**src/rtl/lutram_bit_reader.sv**
```systemverilog
// Streams bits from a 128x1 asynchronous-read LUT RAM and packs them LSB-first into WORD_BITS-wide words.
// Optional macro LUTRAM_BIT_READER_PARITY_EN adds an out_parity output (XOR of out_data).
module lutram_bit_reader #(
    parameter int WORD_BITS = 8
) (
    input  logic                 CLK,
    input  logic                 reset,
    input  logic                 start,
    input  logic [6:0]           start_addr,
    input  logic [4:0]           num_words,
    output logic [6:0]           rd_addr,
    input  logic                 rd_data,
    output logic                 out_valid,
    input  logic                 out_ready,
    output logic [WORD_BITS-1:0] out_data,
    output logic                 busy,
    output logic                 done
`ifdef LUTRAM_BIT_READER_PARITY_EN
    ,
    output logic                 out_parity
`endif
);

    localparam int CNT_W = $clog2(WORD_BITS + 1);

    typedef enum logic [1:0] {
        IDLE,
        FETCH,
        OUTPUT,
        FINISH
    } state_t;

    state_t               state_reg, state_next;
    logic [6:0]           ptr_reg, ptr_next;
    logic [4:0]           words_left_reg, words_left_next;
    logic [CNT_W-1:0]     bit_cnt_reg, bit_cnt_next;
    logic [WORD_BITS-1:0] shift_reg, shift_next;
    logic                 last_bit;

    assign last_bit = (bit_cnt_reg == CNT_W'(WORD_BITS - 1));

    always_ff @(posedge CLK) begin
        if (reset) begin
            state_reg      <= IDLE;
            ptr_reg        <= '0;
            words_left_reg <= '0;
            bit_cnt_reg    <= '0;
            shift_reg      <= '0;
        end else begin
            state_reg      <= state_next;
            ptr_reg        <= ptr_next;
            words_left_reg <= words_left_next;
            bit_cnt_reg    <= bit_cnt_next;
            shift_reg      <= shift_next;
        end
    end

    always_comb begin
        state_next      = state_reg;
        ptr_next        = ptr_reg;
        words_left_next = words_left_reg;
        bit_cnt_next    = bit_cnt_reg;
        case (state_reg)
            IDLE: begin
                if (start) begin
                    if (num_words != 5'd0) begin
                        ptr_next        = start_addr;
                        words_left_next = num_words;
                        bit_cnt_next    = '0;
                        state_next      = FETCH;
                    end else begin
                        state_next = FINISH;
                    end
                end
            end
            FETCH: begin
                // 7-bit pointer wraps 127 -> 0 naturally
                ptr_next     = ptr_reg + 7'd1;
                bit_cnt_next = bit_cnt_reg + CNT_W'(1);
                if (last_bit) begin
                    state_next = OUTPUT;
                end
            end
            OUTPUT: begin
                if (out_ready) begin
                    words_left_next = words_left_reg - 5'd1;
                    bit_cnt_next    = '0;
                    state_next      = (words_left_reg == 5'd1) ? FINISH : FETCH;
                end
            end
            FINISH: begin
                state_next = IDLE;
            end
            default: begin
                state_next = IDLE;
            end
        endcase
    end

    // Each shift-register bit captures rd_data only on the FETCH cycle addressing it.
    generate
        for (genvar gi = 0; gi < WORD_BITS; gi++) begin : g_shift
            assign shift_next[gi] = (state_reg == FETCH && bit_cnt_reg == CNT_W'(gi))
                                    ? rd_data : shift_reg[gi];
        end
    endgenerate

    assign rd_addr   = ptr_reg;
    assign out_data  = shift_reg;
    assign out_valid = (state_reg == OUTPUT);
    assign busy      = (state_reg != IDLE);
    assign done      = (state_reg == FINISH);

`ifdef LUTRAM_BIT_READER_PARITY_EN
    assign out_parity = ^shift_reg;
`endif

endmodule
```
**config.mk**
```make
export PLATFORM = sky130hd
export DESIGN_NAME = lutram_bit_reader
export DESIGN_NICKNAME = d
export VERILOG_FILES = /design/src/rtl/lutram_bit_reader.sv
export SDC_FILE = /design/constraint.sdc
export NUM_CORES = 1
export LEC_CHECK = 0
export ABC_AREA = 1
export ABC_CLOCK_PERIOD_IN_PS = 4590
export CAP_MARGIN = 20
export CORE_AREA = 2 2 59 61
export CTS_CLUSTER_SIZE = 25
export DETAILED_ROUTE_END_ITERATION = 6
export DIE_AREA = 0 0 61 63
export GPL_TIMING_DRIVEN = 1
export MAX_ROUTING_LAYER = met4
export PLACE_DENSITY = 0.8
export REMOVE_ABC_BUFFERS = 1
export SLEW_MARGIN = 30
export SYNTH_ARGS = -nofsm -noshare
export SYNTH_HDL_FRONTEND = slang
export SYNTH_SLANG_ARGS = --single-unit
```
**constraint.sdc**
```tcl
create_clock -name CLK -period 4.59 [get_ports CLK]
set_clock_uncertainty 0.1 [all_clocks]
set_input_delay 0.459 -clock CLK [delete_from_list [all_inputs] [get_ports CLK]]
set_output_delay 0.459 -clock CLK [all_outputs]
set_load 0.005 [all_outputs]
```
### Yosys cells after proc, flatten, opt, wreduce, memory -nomap -nowiden

Cells that the tools add are included.

| word-level totals | value |
|---|---|
| register bits after elaboration | 26 |
| bits of input ports | 17 |
| output and inout bits | 18 |
| word-level logic and storage cells | 66 |

| operators by class | value |
|---|---|
| $add $sub $neg | 3 |
| eq/ne operators | 15 |
| muxes and demuxes | 17 |
| reductions and logical operators | 19 |

Operators by type and width:

| kind | count |
|---|---|
| $eq 4x3->1 const B | 4 |
| $mux 5 | 3 |
| $mux 7 | 2 |
| $pmux 7 s2 | 1 |
| $mux 4 | 3 |
| $pmux 4 s3 | 1 |
| $mux 2 | 5 |
| $pmux 5 s2 | 1 |
| $eq 4x2->1 const B | 2 |
| $logic_and 1x1->1 | 8 |
| $pmux 2 s4 | 1 |
| $reduce_and 4->1 | 2 |
| $add 7x1->7 const B | 1 |
| $ne 2x2->1 const B | 3 |
| $reduce_and 3->1 | 2 |
| $reduce_bool 2->1 | 3 |
| $eq 5x1->1 const B | 1 |
| $reduce_bool 5->1 | 1 |
| $sub 5x1->5 const B | 1 |
| $add 4x1->4 const B | 1 |
| $eq 2x2->1 const B | 2 |
| $eq 4x1->1 const B | 1 |
| $logic_not 4->1 | 1 |
| $reduce_bool 3->1 | 1 |
| 3 further kinds | 3 |

### Depth between registers and ports, before layout

Gate-level depths: netlist (run 1).

| logic depth | value |
|---|---|
| word-level depth | 4 |
| mapped depth | 10 |
| depth with buffers taken out | 9 |

### Worst setup path before layout (run 1)

Ideal clock, no wire load.

| path | value |
|---|---|
| path kind | reg2reg |
| start point | register state_reg[0] |
| end point | register bit_cnt_reg[1] |
| setup time | 0.128 ns |
| arrival | 1.302 ns |
| data required time | 4.362 ns |
| slack | 3.060 ns |
| stages on the path, launching flop included | 8 |
| path buffers | 0 |
| period minus slack after synthesis | 1.530 ns |
| cells stage by stage | dfxtp_1 > inv_1 > ha_1 > or2_2 > nand3_4 > nand2_1 > o21ai_0 > nor2_1 |

| on the way | value |
|---|---|
| cells in the longest elaborated chain, start to end | 3 |
| elaborated cells between the ends (all ways) | 9 |
| those cells by class | eq/ne (5); mux (1); reduce/logical (3) |

RTL lines:

| item | RTL line | source |
|---|---|---|
| start: declaration | 33 | `state_t state_reg, state_next;` |
| start signal: assignment | 50 | `state_reg <= state_next;` |
| $eq 2x2->1 (tied with other cells) | 63 | `case (state_reg)` |
| $ne 2x1->1 (no source line) (tied with other cells) | -- |  |
| $reduce_and 4->1 (no source line) | -- |  |
| end signal: assignment | 53 | `bit_cnt_reg <= bit_cnt_next;` |
| end: declaration | 36 | `logic [CNT_W-1:0] bit_cnt_reg, bit_cnt_next;` |

Parallel ways exist; a longest one is shown, timed or not.
A chain may end at the register's enable or synchronous reset.

### Worst setup path in the final report (run 1)

| path | value |
|---|---|
| start point | register state_reg[0] |
| end point | output port busy |

| on the way | value |
|---|---|
| cells in the longest elaborated chain, start to end | 1 |

RTL lines:

| item | RTL line | source |
|---|---|---|
| $reduce_bool 2->1 | 111 | `assign busy = (state_reg != IDLE);` |
| end: declaration | 16 | `output logic busy,` |

Every way passes these cells.

==> summary.md, run 1 <==
| Metric | Value |
|---|---|
| Vias/cell | ~4.8 |
| Overall Power | roughly 1.3 mW |
| Yosys warning count | 0 |
| DR vias | 1,561 |
| Compound-cell area share of the yosys netlist | 13.17% |
| Final slew viol count | 0 |
| Root Driver | clkbuf_4 |
| Cell taking the most area after synthesis | dfxtp_1 |
| Setup tns final | 0 ps |
| Final hold slack | 359.1 ps |
| Seq cells post-synth | 26 |
| Routed length per instance | 10.50 microns |
| Worst slew margin | between 50% and 60% |
| Final Util | about 63% |
| Ant diodes | 0 |
| Final nets | slightly above 300 |
| # IOs | 35 |
| Placed cells | roughly 320 |
| Crit Path Class | flip-flop to output port |
| Max-cap violation count | 0 |
| Synth Area in Simple Gates | 36.60% |
| Final Hold Vio Count | 0 |
| Fin crit period | about 2300 ps |
| Routed wire length | 3.392 mm |
| Achievable frequency | between 400 and 500 MHz |
| Crit path max fanout | 6 |
| Area Overhead vs Synth | 25.57% |
| Clock buffer count from CTS | 3 |
| Mux cell area share after synthesis | 0% |
| RSZ-0062 raised after global routing | false |
| Avg Cell Area, Syn | roughly 6.7 sq um |
| Area fraction of the dominant cell type after synthesis | 31.85% |
| Xor/xnor share of the synthesized area | less than 1% |
| Chip height | approximately 63 microns |
| Remaining DRCs | 0 |
| Placer Congestion | 0.8484 |
| DR iter-0 viols | 78 |
| Final ANT Viol Nets | 0 |
| Cell area after synthesis | around 0.0016 sq mm |
| Largest family of logic cells by synthesized area | simple AND/OR/NAND/NOR gates |
| Initial Utilization | 50.56% |
| Row Count | 21 |
| Cells after synthesis | 244 |
| Die area | 0.003843 sq mm |
| GR Util All Layers | 20.60% |
| Ys async rst share | 0% |
| Post-synth top cells | nand2_1, nor2_1, dfxtp_1, inv_1, nand3_1 |
| Worst path required time | 4030 ps |
| Post-CTS setup buffer count | 0 |
| Resized Gates After CTS | 0 |
| Final period util | 50.35% |
| Initial antenna violation count | 0 |
| Synth top area cells | dfxtp_1, nand2_1, ha_1 |
| Worst VDD drop | 0.3491 mV |
| Vias in the first global route | 1,519 |
| CP arrival | 1750 ps |
| 1st-pass router iterations | 4 |
| Core Box Area | 0.003232 sq mm |
| Sequential-to-total area share from yosys stat | 31.85% |
| Final setup viols | 0 |
| CTS tree | done |
| Skew-Pair Late Insertion Delay | 330 ps |
| Post-synth EDFFs | 0 |
| Port-buffer cells | 34 |
| Post-synthesis adder-cell area fraction | 9.188% |
| GRT overflow | 0 |
| H-tree depth | 1 |
| First-pass GRT wire length | approximately 6.0 mm |
| Die width | 61 microns |
| Post-DP HPWL | ~2.6 mm |
| P_leak | roughly 0.88 nW |
| Longest Clk Path Bufs | 2 |
| Non-filler cells in the finished layout | 323 |
| Hold bufs inserted after CTS | 0 |
| Slew @ Worst Pin | about 630 ps |
| Max reg flops | 8 |
| CP Launch Type | flip-flop |
| Clk sinks | 26 |
| Post-synth cell types | 26 |
| Most used DFF post-synth | dfxtp_1 |
| Status | finished, final reports clean |
| CP Capture Type | output port |
| Cell area power density | ~610 mW/mm^2 |
| Layout cells sized above 1 | 7.581% |
| Pin count of the biggest net entering global routing | 18 |
| CTS clk-pin slew, worst paths | 150 ps |
| Worst Hold Class | flip-flop to flip-flop |
| Most common cell in the netlist | nand2_1 |
## kinds of logic after synthesis
logic type,count (synthesis)
xor+xnor,1
simple gates,132
flops,26
buf+inv,34
fa+ha+maj,12
compound gates,39
## final cells by class
class | instances | area (sq um)
Fill cell | 301 | 1180
Clock buffer | 3 | 22.52
Tap cell | 46 | 57.56
Timing Repair Buffer | 34 | 340.3
Sequential cell | 26 | 520.5
Inverter | 29 | 108.9
Multi-Input combinational cell | 184 | 972.2
Clock inverter | 1 | 30.03
## power breakdown
group,internal (mW),switching (mW)
logic,0.301,0.436
clock network,0.0883,0.0701
registers,0.296,0.0645
## through the flow
stage          worst slack, ps  instance area, sq um
2_1_floorplan             2830                  1602
3_3_place_gp              2385                  1999
3_5_place_dp              2362                  1999
4_1_cts                   2272                  2052
5_1_grt                   2023                  2052
6_report                  2279                  2052
## critical path, stage by stage (launching register included)
cell and delay, ps:
dfxtp_1 400, inv_1 110, ha_1 320, inv_1 110, clkdlybuf4s50_1 500
## cells in the final DEF, fill, tap and decap left out, types with 2 or more instances in the layout
| cell | netlist | layout |
|---|---|---|
| o21bai_1 | 2 | 2 |
| o21ai_0 | 16 | 16 |
| dfxtp_1 | 26 | 26 |
| nand2_1 | 64 | 64 |
| nand4_1 | 3 | 3 |
| clkdlybuf4s50_1 | 0 | 34 |
| inv_2 | 3 | 3 |
| a21oi_1 | 17 | 17 |
| nand3_1 | 19 | 19 |
| ha_1 | 12 | 12 |
| nor2_2 | 3 | 3 |
| inv_1 | 26 | 26 |
| a21oi_2 | 2 | 2 |
| nand3_4 | 2 | 2 |
| nor2_1 | 34 | 34 |
| clkbuf_4 | 0 | 3 |
| or2_2 | 3 | 3 |
## layer usage
metal	GRT usage, %	up-vias	wire (microns)
li1	-	848	-
met4	9.511	0	51
met2	32.26	37	1557
met3	1.863	4	121
met1	26.28	672	1662
met5	-	-	0
## final timing paths
kind / start / end / slack (ps) / cells past startpoint
worst min-delay path: out_data[5]$_SDFFE_PP0P_ / out_data[5]$_SDFFE_PP0P_ / 360 / 2
worst max register to register: state_reg[1]$_SDFFE_PP0P_ / out_data[3]$_SDFFE_PP0P_ / 2330 / 8
worst min register to register: out_data[5]$_SDFFE_PP0P_ / out_data[5]$_SDFFE_PP0P_ / 360 / 2
worst max-delay path: state_reg[0]$_SDFFE_PP0P_ / busy / 2280 / 4
No activity file was read; power rests on OpenSTA's default activity.
==> inputs of run 2 (changes only) <==
--- a/config.mk
+++ b/config.mk
@@ -6,15 +6,15 @@
 export NUM_CORES = 1
 export LEC_CHECK = 0
 export ABC_AREA = 1
-export ABC_CLOCK_PERIOD_IN_PS = 4590
+export ABC_CLOCK_PERIOD_IN_PS = 2050
 export CAP_MARGIN = 20
-export CORE_AREA = 2 2 59 61
+export CORE_AREA = 2 2 63 65
 export CTS_CLUSTER_SIZE = 25
 export DETAILED_ROUTE_END_ITERATION = 6
-export DIE_AREA = 0 0 61 63
+export DIE_AREA = 0 0 65 67
 export GPL_TIMING_DRIVEN = 1
 export MAX_ROUTING_LAYER = met4
-export PLACE_DENSITY = 0.8
+export PLACE_DENSITY = 0.74
 export REMOVE_ABC_BUFFERS = 1
 export SLEW_MARGIN = 30
 export SYNTH_ARGS = -nofsm -noshare
==> constraint.sdc (replaced) <==
create_clock -name CLK -period 2.05 [get_ports CLK]
set_clock_uncertainty 0.1 [all_clocks]
set_input_delay 0.205 -clock CLK [delete_from_list [all_inputs] [get_ports CLK]]
set_output_delay 0.205 -clock CLK [all_outputs]
set_load 0.005 [all_outputs]
==> run 2 against run 1 <==
Core utilization shrank 5.3 points. Global-route usage fell by 2.6 points. Via count rose by 1.3%. Critical path type unchanged.
==> summary.md, run 2 (synthesis results as in run 1) <==
| Metric | Value |
|---|---|
| Final setup viols | 0 (unchanged) |
| CP Launch Type | flip-flop |
| Overall Power | 2.912 mW (+130%) |
| Most common cell after layout, fill and taps aside | nand2_1 |
| Vias/cell | 4.820 (-0.26%) |
| Initial Utilization | 45.32% (-5.2 points) |
| Worst Hold Class | flip-flop to flip-flop |
| Critical R2R Capture | state_reg[1]$_SDFFE_PP0P_ |
| R2R setup slack | 330 ps (-2000 ps) |
| FF-to-FF path depth | 8 (unchanged) |
| Pin count of the biggest net entering global routing | 16 (-2) |
| Routed length per instance | 10.39 microns (-1.0%) |
| Layout cells sized above 1 | 8.929% (+1.3 points) |
| Routed wire length | 3.409 mm (+0.50%) |
| Crit Path Class | flip-flop to output port |
| Most frequent cells in the layout | nand2_1, nor2_1, clkdlybuf4s50_1 |
| DR vias | 1,581 (+1.3%) |
| Placer Congestion | 0.7829 (-7.7%) |
| Hold Path Origin | out_data[5]$_SDFFE_PP0P_ |
| Worst Hold Depth | 2 (unchanged) |
| Max reg flops | 8 (unchanged) |
| Final Util | 58.19% (-5.3 points) |
| Die area | 0.004355 sq mm (+13%) |
| Worst slew margin | 68.10% (+10 points) |
| Hold bufs inserted after CTS | 0 (unchanged) |
| Final period util | 93.65% |
| Final slew viol count | 0 (unchanged) |
| CP Capture Type | output port |
| Max-cap violation count | 0 (unchanged) |
| P_leak | 0.9056 nW (+2.4%) |
| 1st-pass router iterations | 4 (unchanged) |
| Die width | 65 microns (+6.6%) |
| Longest Clk Path Bufs | 2 (unchanged) |
| Achievable frequency | between 500 and 600 MHz |
| Clk sinks | 26 (unchanged) |
| Clock buffer count from CTS | 3 (unchanged) |
| RSZ-0062 raised after global routing | false |
| Worst r2r src | state_reg[0]$_SDFFE_PP0P_ |
| Skew-Pair Late Insertion Delay | 270 ps (-60 ps) |
| Post-DP HPWL | 2.602 mm (+1.0%) |
| Vias in the first global route | 1,438 (-5.3%) |
| Row Count | 22 (+4.8%) |
| Placed cells | 324 (+1.6%) |
| Worst VDD drop | 0.7886 mV (+130%) |
| CTS clk-pin slew, worst paths | 90 ps (-60 ps) |
| Ant diodes | 0 (unchanged) |
| Remaining DRCs | 0 (unchanged) |
| CTS tree | done |
| Worst path required time | 1750 ps (-2280 ps) |
| Area Overhead vs Synth | 28.41% |
| # IOs | 35 (unchanged) |
| Slew @ Worst Pin | 478.0 ps (-153.2 ps) |
| Final Hold Vio Count | 0 (unchanged) |
| Root Driver | clkbuf_8 |
| Core Box Area | 0.003606 sq mm (+12%) |
| Port-buffer cells | 34 (unchanged) |
| H-tree depth | 1 (unchanged) |
| Layout filler cell count | 339 (+13%) |
| Initial antenna violation count | 0 (unchanged) |
| Total placed instance area | 0.002024 sq mm (+1.3%) |
| GR Util All Layers | 18.04% (-2.6 points) |
| Fin crit period | 1920 ps |
| Final nets | 310 (+0.98%) |
| DR iter-0 viols | 76 (-2.6%) |
| Chip height | 67 microns (+6.3%) |
| Design area | 0.002098 sq mm (+2.3%) |
| Cell area power density | 1388 mW/mm^2 (+130%) |
| Worst Hold End | out_data[5]$_SDFFE_PP0P_ |
| Setup tns final | 0 ps (unchanged) |
| GRT overflow | 0 (unchanged) |
| Status | finished, final reports clean |
| First-pass GRT wire length | 6.003 mm (-0.45%) |
| Crit path max fanout | 8 (+2) |
| CP arrival | 1610 ps (-140 ps) |
| Final ANT Viol Nets | 0 (unchanged) |
| Worst Setup SP | state_reg[0]$_SDFFE_PP0P_ |
| Non-filler cells in the finished layout | 328 (+1.5%) |
==> run 2: worst max path at each step <==
stage / end / slack [ps] / depth (start not counted)
2_1_floorplan: out_data[0]$_SDFFE_PP0P_ / 290 / 8
3_3_place_gp: busy / 400 / 4
3_5_place_dp: state_reg[1]$_SDFFE_PP0P_ / 340 / 8
4_1_cts: busy / 60 / 4
5_1_grt: busy / 30 / 4
6_report: out_valid / 130 / 3
==> run 2: layer usage <==
metal	share of wire, %	vias up	track usage (%)
met2	47	30	31.70
met4	1.6	0	6.915
met5	0	-	-
met1	48	695	20.88
met3	3.2	4	2.534
li1	-	852	-
==> run 2: power breakdown <==
| group | internal (mW) | switching, mW | leakage [nW] | total (mW) |
|---|---|---|---|---|
| Sequential | 0.663 | 0.152 | 0.213 | 0.815 |
| Clock | 0.261 | 0.165 | 0.0357 | 0.427 |
| Combinational | 0.704 | 0.967 | 0.657 | 1.67 |
==> run 2: cell type report <==
| type | instances | area, sq um | share of cell area (%) |
|---|---|---|---|
| clock buffer | 3 | 41.29 | 1.968 |
| clock inverter | 1 | 30.03 | 1.431 |
| inverter | 29 | 108.9 | 5.188 |
| multi-input combinational | 184 | 974.7 | 46.45 |
| sequential | 26 | 520.5 | 24.81 |
| tap | 48 | 60.06 | 2.862 |
| timing repair buffer | 37 | 362.8 | 17.29 |
==> run 2: critical path, cell delays in order (launching register included) <==
cell             delay [ps]
dfxtp_1                 350
inv_1                   120
ha_1                    320
clkdlybuf4s50_1         560
==> run 2: repair_timing <==
action | in CTS | in global routing
resized for setup | 0 | 1
endpoints found under the setup margin | 0 | 1
setup buffers | 0 | 0
==> run 2: per-stage QoR <==
stage | setup slack (ps) | hold slack [ps]
6_report | 130.2 | 354.1
5_1_grt | 31.65 | 367.6
4_1_cts | 64.73 | 357.6
3_5_place_dp | 341.5 | 342.6
3_3_place_gp | 400.5 | 334.2
2_1_floorplan | 290.0 | 167.4
